**config.mk**
```make
export PLATFORM = sky130hd
export DESIGN_NAME = datapath_seq_flat
export DESIGN_NICKNAME = d
export VERILOG_FILES = /design/src/rtl/datapath_seq_if.sv /design/src/rtl/datapath_seq.sv /design/src/flat_wrapper.sv
export SDC_FILE = /design/constraint.sdc
export NUM_CORES = 1
export LEC_CHECK = 0
export CAP_MARGIN = 20
export CORE_ASPECT_RATIO = 2
export CORE_MARGIN = 3
export CORE_UTILIZATION = 45
export CTS_BUF_LIST = sky130_fd_sc_hd__clkbuf_2 sky130_fd_sc_hd__clkbuf_4 sky130_fd_sc_hd__clkbuf_8
export DETAILED_ROUTE_END_ITERATION = 10
export PLACE_DENSITY = 0.8
export SYNTH_ARGS = -nofsm -noshare
export SYNTH_HDL_FRONTEND = slang
export SYNTH_SLANG_ARGS = --single-unit
```
**constraint.sdc**
```tcl
create_clock -name clk -period 2.59 [get_ports clk]
set_input_delay 0.259 -clock clk [delete_from_list [all_inputs] [get_ports clk]]
set_output_delay 0.259 -clock clk [all_outputs]
set_load 0.005 [all_outputs]
```
**src/rtl/datapath_seq_if.sv**
```systemverilog
// Command handshake and datapath control bundle between a requester and the
// datapath_seq sequencer.
interface datapath_seq_if;
  logic       cmd_valid;
  logic       cmd_ready;
  logic [2:0] cmd_op;
  logic [4:0] cmd_aluc;
  logic [4:0] cmd_rs;
  logic [4:0] cmd_rt;
  logic [4:0] cmd_rd;

  logic [4:0] r1;
  logic [4:0] r2;
  logic [4:0] wr_addr;
  logic [4:0] ALUc;
  logic       regw;
  logic       memw;
  logic       memr;
  logic       busy;
  logic       done;
  logic       err;

  // Requester side: issues commands, observes datapath control.
  modport master (
    output cmd_valid, cmd_op, cmd_aluc, cmd_rs, cmd_rt, cmd_rd,
    input  cmd_ready, r1, r2, wr_addr, ALUc, regw, memw, memr, busy, done, err
  );

  // Sequencer side.
  modport slave (
    input  cmd_valid, cmd_op, cmd_aluc, cmd_rs, cmd_rt, cmd_rd,
    output cmd_ready, r1, r2, wr_addr, ALUc, regw, memw, memr, busy, done, err
  );
endinterface

```
**src/rtl/datapath_seq.sv**
```systemverilog
// Multi-cycle command sequencer: accepts ALU/LOAD/STORE/NOP commands and steps
// the datapath through DECODE/EXEC/MEM/WB with fully registered control outputs.
module datapath_seq (
  input  logic          clk,
  input  logic          reset,
  datapath_seq_if.slave bus
);

  localparam logic [2:0] OpAlu   = 3'd0;
  localparam logic [2:0] OpLoad  = 3'd1;
  localparam logic [2:0] OpStore = 3'd2;

  typedef enum logic [2:0] {
    StIdle   = 3'd0,
    StDecode = 3'd1,
    StExec   = 3'd2,
    StMem    = 3'd3,
    StWb     = 3'd4
  } state_e;

  state_e     state_q, state_d;
  logic [2:0] op_q, op_d;
  logic [4:0] rs_q, rs_d;
  logic [4:0] rt_q, rt_d;
  logic [4:0] rd_q, rd_d;
  logic [4:0] aluc_q, aluc_d;
  logic       ready_q, ready_d;
  logic       busy_q, busy_d;
  logic       done_q, done_d;
  logic       err_q, err_d;
  logic       regw_q, regw_d;
  logic       memw_q, memw_d;
  logic       memr_q, memr_d;

  logic hs;
  logic multi_cycle;

  // Handshake is only possible in IDLE, so cmd_* are ignored while busy.
  assign hs          = bus.cmd_valid && (state_q == StIdle);
  assign multi_cycle = (bus.cmd_op == OpAlu) || (bus.cmd_op == OpLoad) ||
                       (bus.cmd_op == OpStore);

  always_comb begin
    op_d   = op_q;
    rs_d   = rs_q;
    rt_d   = rt_q;
    rd_d   = rd_q;
    aluc_d = aluc_q;
    if (hs) begin
      op_d   = bus.cmd_op;
      rs_d   = bus.cmd_rs;
      rt_d   = bus.cmd_rt;
      rd_d   = bus.cmd_rd;
      aluc_d = bus.cmd_aluc;
    end
  end

  always_comb begin
    state_d = state_q;
    unique case (state_q)
      StIdle: begin
        if (hs && multi_cycle) begin
          state_d = StDecode;
        end
      end
      StDecode: state_d = StExec;
      StExec:   state_d = (op_q == OpAlu) ? StWb : StMem;
      StMem:    state_d = (op_q == OpLoad) ? StWb : StIdle;
      StWb:     state_d = StIdle;
      default:  state_d = StIdle;
    endcase
  end

  // Outputs are computed from the next state so the registered copies line up
  // with the state they describe.
  always_comb begin
    ready_d = (state_d == StIdle);
    busy_d  = (state_d != StIdle);
    regw_d  = (state_d == StWb);
    memw_d  = (state_d == StMem) && (op_d == OpStore);
    memr_d  = ((state_d == StMem) || (state_d == StWb)) && (op_d == OpLoad);
    done_d  = (state_q == StWb) ||
              ((state_q == StMem) && (op_q == OpStore)) ||
              (hs && !multi_cycle);
    err_d   = hs && bus.cmd_op[2];
  end

  always_ff @(posedge clk or posedge reset) begin
    if (reset) begin
      state_q <= StIdle;
      op_q    <= 3'd0;
      rs_q    <= 5'd0;
      rt_q    <= 5'd0;
      rd_q    <= 5'd0;
      aluc_q  <= 5'd0;
      ready_q <= 1'b1;
      busy_q  <= 1'b0;
      done_q  <= 1'b0;
      err_q   <= 1'b0;
      regw_q  <= 1'b0;
      memw_q  <= 1'b0;
      memr_q  <= 1'b0;
    end else begin
      state_q <= state_d;
      op_q    <= op_d;
      rs_q    <= rs_d;
      rt_q    <= rt_d;
      rd_q    <= rd_d;
      aluc_q  <= aluc_d;
      ready_q <= ready_d;
      busy_q  <= busy_d;
      done_q  <= done_d;
      err_q   <= err_d;
      regw_q  <= regw_d;
      memw_q  <= memw_d;
      memr_q  <= memr_d;
    end
  end

  assign bus.cmd_ready = ready_q;
  assign bus.busy      = busy_q;
  assign bus.done      = done_q;
  assign bus.err       = err_q;
  assign bus.regw      = regw_q;
  assign bus.memw      = memw_q;
  assign bus.memr      = memr_q;
  assign bus.r1        = rs_q;
  assign bus.r2        = rt_q;
  assign bus.wr_addr   = rd_q;
  assign bus.ALUc      = aluc_q;

endmodule

```
**src/flat_wrapper.sv**
```systemverilog
// flat-port wrapper written by rule: the top's interface ports become plain ports
module datapath_seq_flat 
  (clk, reset, bus_cmd_valid, bus_cmd_op, bus_cmd_aluc, bus_cmd_rs, bus_cmd_rt, bus_cmd_rd, bus_cmd_ready, bus_r1, bus_r2, bus_wr_addr, bus_ALUc, bus_regw, bus_memw, bus_memr, bus_busy, bus_done, bus_err);
  datapath_seq_if bus_i ();
  input  logic clk;
  input  logic reset;
  input wire logic [$bits(bus_i.cmd_valid)-1:0] bus_cmd_valid;
  input wire logic [$bits(bus_i.cmd_op)-1:0] bus_cmd_op;
  input wire logic [$bits(bus_i.cmd_aluc)-1:0] bus_cmd_aluc;
  input wire logic [$bits(bus_i.cmd_rs)-1:0] bus_cmd_rs;
  input wire logic [$bits(bus_i.cmd_rt)-1:0] bus_cmd_rt;
  input wire logic [$bits(bus_i.cmd_rd)-1:0] bus_cmd_rd;
  output wire logic [$bits(bus_i.cmd_ready)-1:0] bus_cmd_ready;
  output wire logic [$bits(bus_i.r1)-1:0] bus_r1;
  output wire logic [$bits(bus_i.r2)-1:0] bus_r2;
  output wire logic [$bits(bus_i.wr_addr)-1:0] bus_wr_addr;
  output wire logic [$bits(bus_i.ALUc)-1:0] bus_ALUc;
  output wire logic [$bits(bus_i.regw)-1:0] bus_regw;
  output wire logic [$bits(bus_i.memw)-1:0] bus_memw;
  output wire logic [$bits(bus_i.memr)-1:0] bus_memr;
  output wire logic [$bits(bus_i.busy)-1:0] bus_busy;
  output wire logic [$bits(bus_i.done)-1:0] bus_done;
  output wire logic [$bits(bus_i.err)-1:0] bus_err;
  assign bus_i.cmd_valid = bus_cmd_valid;
  assign bus_i.cmd_op = bus_cmd_op;
  assign bus_i.cmd_aluc = bus_cmd_aluc;
  assign bus_i.cmd_rs = bus_cmd_rs;
  assign bus_i.cmd_rt = bus_cmd_rt;
  assign bus_i.cmd_rd = bus_cmd_rd;
  assign bus_cmd_ready = bus_i.cmd_ready;
  assign bus_r1 = bus_i.r1;
  assign bus_r2 = bus_i.r2;
  assign bus_wr_addr = bus_i.wr_addr;
  assign bus_ALUc = bus_i.ALUc;
  assign bus_regw = bus_i.regw;
  assign bus_memw = bus_i.memw;
  assign bus_memr = bus_i.memr;
  assign bus_busy = bus_i.busy;
  assign bus_done = bus_i.done;
  assign bus_err = bus_i.err;
  datapath_seq u_core (.clk(clk), .reset(reset), .bus(bus_i));
endmodule
```
==> impl_summary.log <==
[metrics] number of synthesized flops with an enable pin: 0
[metrics] number of vias in the routed layout: 892
[metrics] MaxCap Viol Count: 0
[metrics] Worst Slack Setup Final: 0.722 ns
[metrics] syn_nets: 112
[metrics] final RePlAce weighted congestion: ~0.78
[metrics] final net count: 171
[metrics] count of hold-fix buffers inserted at cts: 0
[metrics] maximum root-to-sink buffer count: 2
[metrics] share of power burned in the clock network: 0.172
[metrics] syn_area_per_cell: ~15 sq um
[metrics] maximum clock frequency: 535 MHz
[metrics] Final period util: 0.721
[metrics] Die Span Y: 81.9 um
[metrics] detailed-routing wirelength on met1: 972 um
[metrics] worst-case clock skew: 0.00395 ns
[metrics] PwrDens: roughly 1100 nW/um^2
[metrics] worst slew pin tran: around 0.4 ns
[metrics] remaining global-route overflow: 0
[metrics] count of filler cells inserted in the layout: 191
[metrics] most frequent cells after synthesis: 32 x dfrtp_1, 22 x mux2_2, 4 x inv_1
[metrics] post-route minimum period: about 1.9 ns
[metrics] Switch Pwr: 0.625 mW
[metrics] clock insertion delay at the later pin of the skew report: 0.28 ns
[metrics] TNS Setup: 0 ns
[metrics] Synth-to-Final Area Change: 50.4%
[metrics] starting DRC count in detailed routing: 8
[metrics] clock tree from TritonCTS: yes
[metrics] Core Util, Final: 0.739
[metrics] Yosys Warn Count: 0
[metrics] setup repair after global routing missed its margin: false
[metrics] crit path max fanout: 10
[metrics] worst-case setup slack after placement: approximately 0.48 ns
[metrics] half-perimeter wire length after detailed placement: 2250 um
[metrics] most used flip-flop cell after synthesis: dfrtp_1
[metrics] fraction of synthesized cell area taken by the top area cell type: 0.618
[metrics] cell-internal power: 1.61 mW
[metrics] proportion of synthesized flip-flops having asynchronous set or reset: 1.00
[metrics] data arrival at the endpoint of the critical path: 2.05 ns
[metrics] reported leakage power: 0.845 nW
[metrics] run status: completed
[metrics] remaining antenna violation count: 0
[metrics] count of input and output buffers: 52
[metrics] Crit. End Element: flip-flop
[metrics] most numerous cell in the Yosys netlist: dfrtp_1
[metrics] critical setup path kind: reg -> reg
[metrics] average wire per standard cell: 16.3 um
[metrics] count of buffers added by post-CTS timing repair for setup: 0
[metrics] top cells by area, synth: dfrtp_1 62%, mux2_2 19%, dfstp_2 2.0%
[metrics] clock transition at the register clock pins on the worst setup and hold paths after CTS: 0.06 ns
[metrics] top metal layer carrying routed signals: met4
[metrics] global router's overall resource usage: 0.183
[metrics] startpoint kind of the worst setup timing path: flip-flop
[metrics] library cells used by synthesis: 23
[metrics] pin count of the biggest net entering global routing: 34
[metrics] number of rows created at floorplan: 26
[metrics] number of resized instances in the post-cts repair step: 0
[metrics] list of cells traversed by the critical path: nor4b_4, buf_4, mux2i_1, inv_1, nor4b_2
[metrics] Die Footprint: roughly 3600 sq um
[metrics] number of vias per cell after detailed routing: 5.16
[metrics] number of buffers created by CTS: 5
[metrics] core area: about 2600 sq um
[metrics] Remaining DRCs: 0
[metrics] number of setup violations in the final report: 0
[metrics] largest incremental delay on the critical path: 0.47 ns
[metrics] sequential cell area fraction in the yosys report: 0.639
[metrics] Detailed Routing Iterations Pass 1: 4
[metrics] critical path required time: roughly 2.8 ns
[metrics] maximum level of the CTS H-tree: 2
[metrics] largest voltage drop on the vdd net: 0.737 mV
[metrics] synthesis-stage register bit count: 33
[metrics] fraction of layout instances using a drive strength above 1: 0.255
[metrics] count of final hold-check violations: 0
[metrics] mapped cell area: 1290 sq um
[metrics] global-route wire length before repair: 4650 um
[metrics] Met3 Wirelength: 239 um
[metrics] number of instances in the synthesized netlist: 86
[metrics] number of sinks on the clock net: 33
[metrics] Die W: 43.9 um
[metrics] Initial Utilization: 0.491
[metrics] worst slew margin relative to its limit: 0.736
[metrics] Comb power frac: 0.422
[metrics] antenna violations before repair: 0
[metrics] count of pins over their slew limit: 0
[metrics] library cell with the largest summed area after synthesis: dfrtp_1
[metrics] cell type of the slowest stage on the worst timing path: dfrtp_1
[metrics] clock root buffer master: clkbuf_8
[metrics] antenna cell count: 0
[metrics] switching portion of total power: 0.280
[metrics] sum of met2 wire segment lengths after detailed routing: 1550 um
[metrics] aggregate routed wire length: 2810 um
[metrics] relative contribution of sequential cells to total power: 0.406
[metrics] io pins: 53
[metrics] vias in the first global route: 995
[metrics] class of the tightest hold or removal check: in -> async
-- flip-flops by register name, indices dropped and copies added, names as in the netlist, 3 cells and up --
signal and flops:
u_core.bus.ALUc 5, u_core.bus.r1 5, u_core.bus.r2 5, u_core.bus.wr_addr 5
u_core.state_q 3, u_core.op_q 3
-- worst max-delay path, delay by kind of cell (launching register included) --
family / cells / cell delay (ns)
muxes: 1 / 0.28
DFF: 1 / 0.47
and+or+nand+nor: 2 / 0.65
buffers and inverters: 2 / 0.36
-- per-stage QoR --
stage               total power [mW]  cells  cell area, sq um  hold WS [ns]
floorplan                       1.33     86              1290         0.387
global placement                1.82    166              1860         0.488
detailed placement              1.88    166              1860         0.498
CTS                             2.27    173              1950         0.390
global route                    2.38    173              1950         0.457
finish                          2.24    173              1950         0.384
-- routing by layer --
layer	vias up	GRT usage
li1	417	-
met1	426	0.188
met2	44	0.329
met3	5	0.0548
met4	0	0.0816
met5	-	0
-- kinds of logic (layout without fill, tap and decap cells) --
logic type                after synthesis  count (layout)  synth area share
xor gates and xnor gates                1               1           0.00676
muxes                                  23              23             0.199
buffers and inverters                   7              66            0.0232
and+or+nand+nor                        14              14            0.0841
AOI/OAI and AO/OA                       8               8            0.0483
DFF                                    33              33             0.639
-- power groups by stage --
| stage | sequential [mW] | clock, mW | combinational, mW |
|---|---|---|---|
| floorplan | 0.904 | 0 | 0.430 |
| global placement | 0.900 | 0 | 0.924 |
| detailed placement | 0.919 | 0 | 0.961 |
| CTS | 0.910 | 0.396 | 0.962 |
| global route | 0.943 | 0.422 | 1.01 |
| finish | 0.908 | 0.385 | 0.943 |
-- final timing paths --
path	endpoint	startpoint	slack (ns)	cells past startpoint
worst max-delay path	u_core.bus.memw	u_core.state_q[0]	0.72	5
max in group asynchronous	u_core.bus.cmd_ready	reset	1.88	3
worst min register to register	u_core.bus.ALUc[4]	u_core.bus.ALUc[4]	0.51	1
worst max register to register	u_core.bus.memw	u_core.state_q[0]	0.72	5
min in group clk	u_core.bus.ALUc[4]	u_core.bus.ALUc[4]	0.51	1
worst min-delay path	u_core.bus.r2[3]	reset	0.38	3
-- final cells by class --
cell class / instances / area [sq um] / area share
repair buffers: 55 / 543 / 0.279
multi-input cells: 46 / 438 / 0.225
inverters: 4 / 15.0 / 0.00771
well taps: 28 / 35.0 / 0.0180
clock buffers: 7 / 90.1 / 0.0462
flip-flops and latches: 33 / 827 / 0.425
-- layout by cell type (no fill, tap or decap) --
cell type        Yosys  final
o211a_1              1      1
a21o_1               1      1
nor4b_2              1      1
a2111oi_2            1      1
or3b_2               1      1
nor2b_1              2      2
inv_1                4      4
and2_1               1      1
buf_4                0      3
nor2_1               1      1
clkbuf_8             0      6
dfstp_2              1      1
o211ai_1             1      1
dfrtp_1             32     32
nor4b_4              1      1
a21oi_1              3      3
or3_1                1      1
mux2_2              22     22
nand2_1              3      3
xor2_1               1      1
o31ai_1              1      1
clkdlybuf4s50_1      0     52
nand2b_1             1      1
mux2i_1              1      1
or4_1                2      2
clkbuf_4             0      1
Note: power is estimated with default switching activity, not from simulation.
==> edit 1 (same settings) <==
Re-encode `state_e` (5 states) as Gray code, 3 bits wide.
--- a/src/rtl/datapath_seq.sv
+++ b/src/rtl/datapath_seq.sv
@@ -12,9 +12,9 @@
 
   typedef enum logic [2:0] {
-    StIdle   = 3'd0,
-    StDecode = 3'd1,
-    StExec   = 3'd2,
-    StMem    = 3'd3,
-    StWb     = 3'd4
+    StIdle   = 3'b000,
+    StDecode = 3'b001,
+    StExec   = 3'b011,
+    StMem    = 3'b010,
+    StWb     = 3'b110
   } state_e;
 
Behaviour: no difference found for any inputs over 10 cycles, from zero or initial values and one cycle with reset high; not proved beyond that.
==> edit 1 against the unedited design <==
First-iteration DRC count rose to 3.0 times the old value; final cell count fell by 0.58%; cell area fell by 0.58%; routed wire length fell by 2.5%; critical path depth fell by 2; setup slack improved by 0.030 ns; critical path type unchanged; synthesized area rose by 0.87%; sequential cell count did not move; sequential share of layout area rose by 0.25 points; non-clock buffer count fell by 1; global-route usage fell by 0.16 points; total power fell by 1.2%.
==> edit 1: results (changes against the unedited design) <==
| Metric | Value |
|---|---|
| Non-filler instance count after layout | `172 (-0.58%)` |
| Seq/Total Area, Yosys | `63.3% (-0.55 points)` |
| Met1 Resource Use GR | `18.9% (+0.035 points)` |
| Clock-net power | `405 uW (+5.2%)` |
| Max stage delay on crit path | `0.52 ns (+0.05 ns)` |
| Met3 WL | `197 um (-18%)` |
| Vias in the first global route | `977 (-1.8%)` |
| First-pass detailed-route iteration total | `4 (unchanged)` |
| Switching pwr | `606 uW (-3.1%)` |
| CP Data Arrival Time | `2.00 ns (-0.05 ns)` |
| Hold_buf cts | `0 (unchanged)` |
| Average vias per placed instance | `5.22 (+1.3%)` |
| R2R Setup Slk | `0.75 ns (+0.03 ns)` |
| Met2 Wirelength | `1620 um (+4.5%)` |
| CTS H-tree lvls | `2 (unchanged)` |
| Syn_nets | `111 (-0.89%)` |
| Status | `finished clean` |
| Worst Skew | `0.00727 ns (+0.00332 ns)` |
| Worst Tran Pin Value | `0.461 ns (+0.0655 ns)` |
| Wl on met1 | `891 um (-8.3%)` |
| Asr flop ratio synth | `100% (unchanged)` |
| Seq. pwr | `916 uW (+0.9%)` |
| Met2 Usage GRT | `32.2% (-0.73 points)` |
| Detailed placer's ending HPWL | `2080 um (-7.5%)` |
| GR Util met3 | `5.21% (-0.28 points)` |
| R2R depth | `3 (-2)` |
| Cell count after placement | `164 (-1.2%)` |
| Mux contribution to synthesized area | `19.8% (-0.076 points)` |
| # fillers | `205 (+7.3%)` |
| Max clock buf depth | `2 (unchanged)` |
| Layout cell share with drive strength beyond 1 | `25.2% (-0.34 points)` |
| Routability cong. | `0.683 (-12%)` |
| Total GRT Usage | `18.2% (-0.16 points)` |
| Syn avg cell area | `15.4 um2 (+2.1%)` |
| Synth cell count leaders | `dfrtp_1 (32), mux2_2 (21), a21oi_1 (5)` |
| Worst-path fanout max | `20 (+10)` |
| Family with the most delay on the worst path | `simple AND/OR/NAND/NOR gates` |
| Reg-to-reg endpoint | `u_core.bus.r1[4]$_DFFE_PP0P_` |
| Area contributors post-synth | `dfrtp_1 (61%), mux2_2 (18%), buf_6 (2.6%)` |
| Pwr top | `registers` |
| Starting DRT DRC Count | `24 (+16)` |
| Peak VDD IR | `0.618 mV (-16%)` |
| First-pass GRT wire length | `4720 um (+1.5%)` |
| CTS root buf | `clkbuf_8` |
| Compound-Gate Fraction of Synth Area | `4.02% (-0.81 points)` |
| Leak | `0.000810 uW (-4.1%)` |
| DR top layer | `met4` |
| Cell at the slowest stage of the critical path | `nor4b_4` |
| # diodes | `0 (unchanged)` |
| I/O Buffers | `52 (unchanged)` |
| CP startpoint | `u_core.state_q[1]$_DFF_PP0_` |
| Xor/xnor share of the synthesized area | `0.670% (-0.0058 points)` |
| Drt total wl | `2740 um (-2.5%)` |
-- edit 1: cell count changes in the layout (fill, tap and decap cells not counted), sizes merged, moves of 2 or more --
| cell | change |
|---|---|
| nor3b | +2 |
| nor4 | +2 |
| or4 | -2 |
| nor2b | -2 |
| inv | -3 |
| a21oi | +2 |
| nor2 | +2 |
| nand2 | -3 |
-- edit 1: stage by stage --
step                      area (um2)  hold slack (ns)  worst slack [ns]  power, uW
final                           1940            0.390             0.752       2210
after global routing            1940            0.440             0.621       2360
after CTS                       1940            0.408             0.736       2240
after detailed placement        1840            0.495             0.511       1830
after global placement          1840            0.468             0.547       1790
after floorplan                 1310            0.387             0.978       1330
-- edit 1: cell type report --
type,instances,share of cell area [%]
Clock buffer,8,5.04
Multi-Input combinational cell,47,22.5
Tap cell,29,1.87
Sequential cell,33,42.7
Inverter,1,0.194
Timing Repair Buffer,54,27.6
==> edit 2 (config.mk and constraints unchanged) <==
Without the edit above. Reset style: synchronous (`reset`), changed in one clocked block.
--- a/src/rtl/datapath_seq.sv
+++ b/src/rtl/datapath_seq.sv
@@ -86,5 +86,5 @@
   end
 
-  always_ff @(posedge clk or posedge reset) begin
+  always_ff @(posedge clk) begin
     if (reset) begin
       state_q <= StIdle;
Function: differs if reset is asserted again (counterexample within 4 cycles, from zero or initial values and one cycle with reset high); with reset held inactive, the same outputs for 10 cycles.
==> edit 2 against the unedited design <==
Sequential cell count stayed put; cell area is 6.9% lower; synthesized area is 10% lower; count of clock-buffer cells in the layout is 1 lower; critical path depth is 1 lower; via count is 28% higher; utilization is 1.4 points higher; setup slack better by 0.20 ns; routed wire length is 13% higher; largest cell class unchanged.
Power is not compared: it rests on default switching activity, and its combinational part moved more than twofold at a synthesized area within 25%.
==> edit 2: results (changes against the unedited design) <==
| Metric | Value |
|---|---|
| Starting DRT DRC Count | `8 (unchanged)` |
| Drt total wl | `3190 um (+13%)` |
| CP startpoint | `u_core.state_q[0]$_SDFF_PP0_` |
| First-pass detailed-route iteration total | `4 (unchanged)` |
| CTS resizes | `0 (unchanged)` |
| Clock network area share | `4.76% (+0.13 points)` |
| Post-CTS Setup Inserts | `0 (unchanged)` |
| YS warnings | `0 (unchanged)` |
| Area contributors post-synth | `dfxtp_1 (57%), nand2_1 (14%), a21oi_1 (10%)` |
| Vias | `1146 (+28%)` |
| Worst-path fanout max | `7 (-3)` |
| Unique masters post-synth | `22 (-4.3%)` |
| FF+latch area | `661 um2 (-20%)` |
| Reg-to-reg endpoint | `u_core.bus.memr$_SDFF_PP0_` |
| Worst-path clk slew | `0.07 ns` |
| Crit path capture type | `flip-flop` |
| CTS root buf | `clkbuf_8` |
| Worst Tran Pin Value | `0.616 ns (+0.220 ns)` |
| FF+latch count, synth | `33 (unchanged)` |
| Largest net degree at the start of global routing | `18 (-47%)` |
| Area of the multi-input gates | `483 um2 (+10%)` |
| Compound-Gate Fraction of Synth Area | `12.0% (+7.2 points)` |
| Mux contribution to synthesized area | `2.04% (-18 points)` |
| # diodes | `0 (unchanged)` |
| Peak VDD IR | `0.440 mV` |
| First-pass GRT wire length | `5230 um (+12%)` |
| Synth cell count leaders | `nand2_1 (43), dfxtp_1 (33), a21oi_1 (24)` |
| Hold endpoint | `u_core.bus.ALUc[1]$_SDFFE_PP0P_` |
| Asr flop ratio synth | `0% (-100 points)` |
| Xor/xnor share of the synthesized area | `0.751% (+0.075 points)` |
| Cell count after placement | `211 (+27%)` |
| I/O Buffers | `52 (unchanged)` |
| CP Data Arrival Time | `1.87 ns (-0.18 ns)` |
| Seq/Total Area, Yosys | `56.7% (-7.2 points)` |
| CLK BUF | `6 (-1)` |
| Dpl ws | `0.643 ns (+0.160 ns)` |
| Buffering overhead | `30.3% (+2.5 points)` |
| R2R Setup Slk | `0.92 ns (+0.20 ns)` |
| Routability cong. | `0.819 (+5.0%)` |
| Multi-input gates | `95 (+110%)` |
| WL per Instance | `14.6 um (-10%)` |
| HP Start | `u_core.bus.ALUc[1]$_SDFFE_PP0P_` |
| Logic pwr share | `16.4%` |
| Total GRT Usage | `21.0% (+2.7 points)` |
| Post-Synthesis Cells | `136 (+58%)` |
| # fillers | `181 (-5.2%)` |
| Syn_nets | `162 (+45%)` |
| R2R depth | `4 (-1)` |
| Buffers excl. clock | `56 (+1.8%)` |
| Detailed placer's ending HPWL | `2310 um (+2.3%)` |
| Layout cell share with drive strength beyond 1 | `8.33% (-17 points)` |
| Worst hold path cell count | `2` |
| Nets | `217 (+27%)` |
| Synth Flop Type | `dfxtp_1` |
| Hold/Removal Path Class | `reg -> reg` |
| Num CTS Buffers | `5 (unchanged)` |
| Inverters | `0 (-4)` |
| Worst Skew | `0.00940 ns (+0.00546 ns)` |
| Crit share post-route | `64.3% (-7.8 points)` |
| Status | `finished clean` |
[edit 2: routing by layer]
metal / up-vias / wire (um) / global-route usage, %
met5: - / 0 / 0
met2: 30 / 1850 / 40.2
met3: 7 / 123 / 6.03
met4: 0 / 78 / 10.9
met1: 551 / 1140 / 18.7
li1: 558 / - / -
[edit 2: worst max-delay path, cell delays in order, from the launching register on]
cell and delay [ns]:
dfxtp_1 0.39, or4b_1 0.68, mux2i_2 0.27, nand3_1 0.11, nor4_2 0.13
[edit 2: metrics by stage]
stage	total power (uW)	cell area (um2)	hold WS, ns
2_1_floorplan	637	1170	0.330
6_report	1120	1810	0.457
5_1_grt	1170	1810	0.483
3_3_place_gp	746	1730	0.442
4_1_cts	1130	1810	0.459
3_5_place_dp	752	1730	0.449
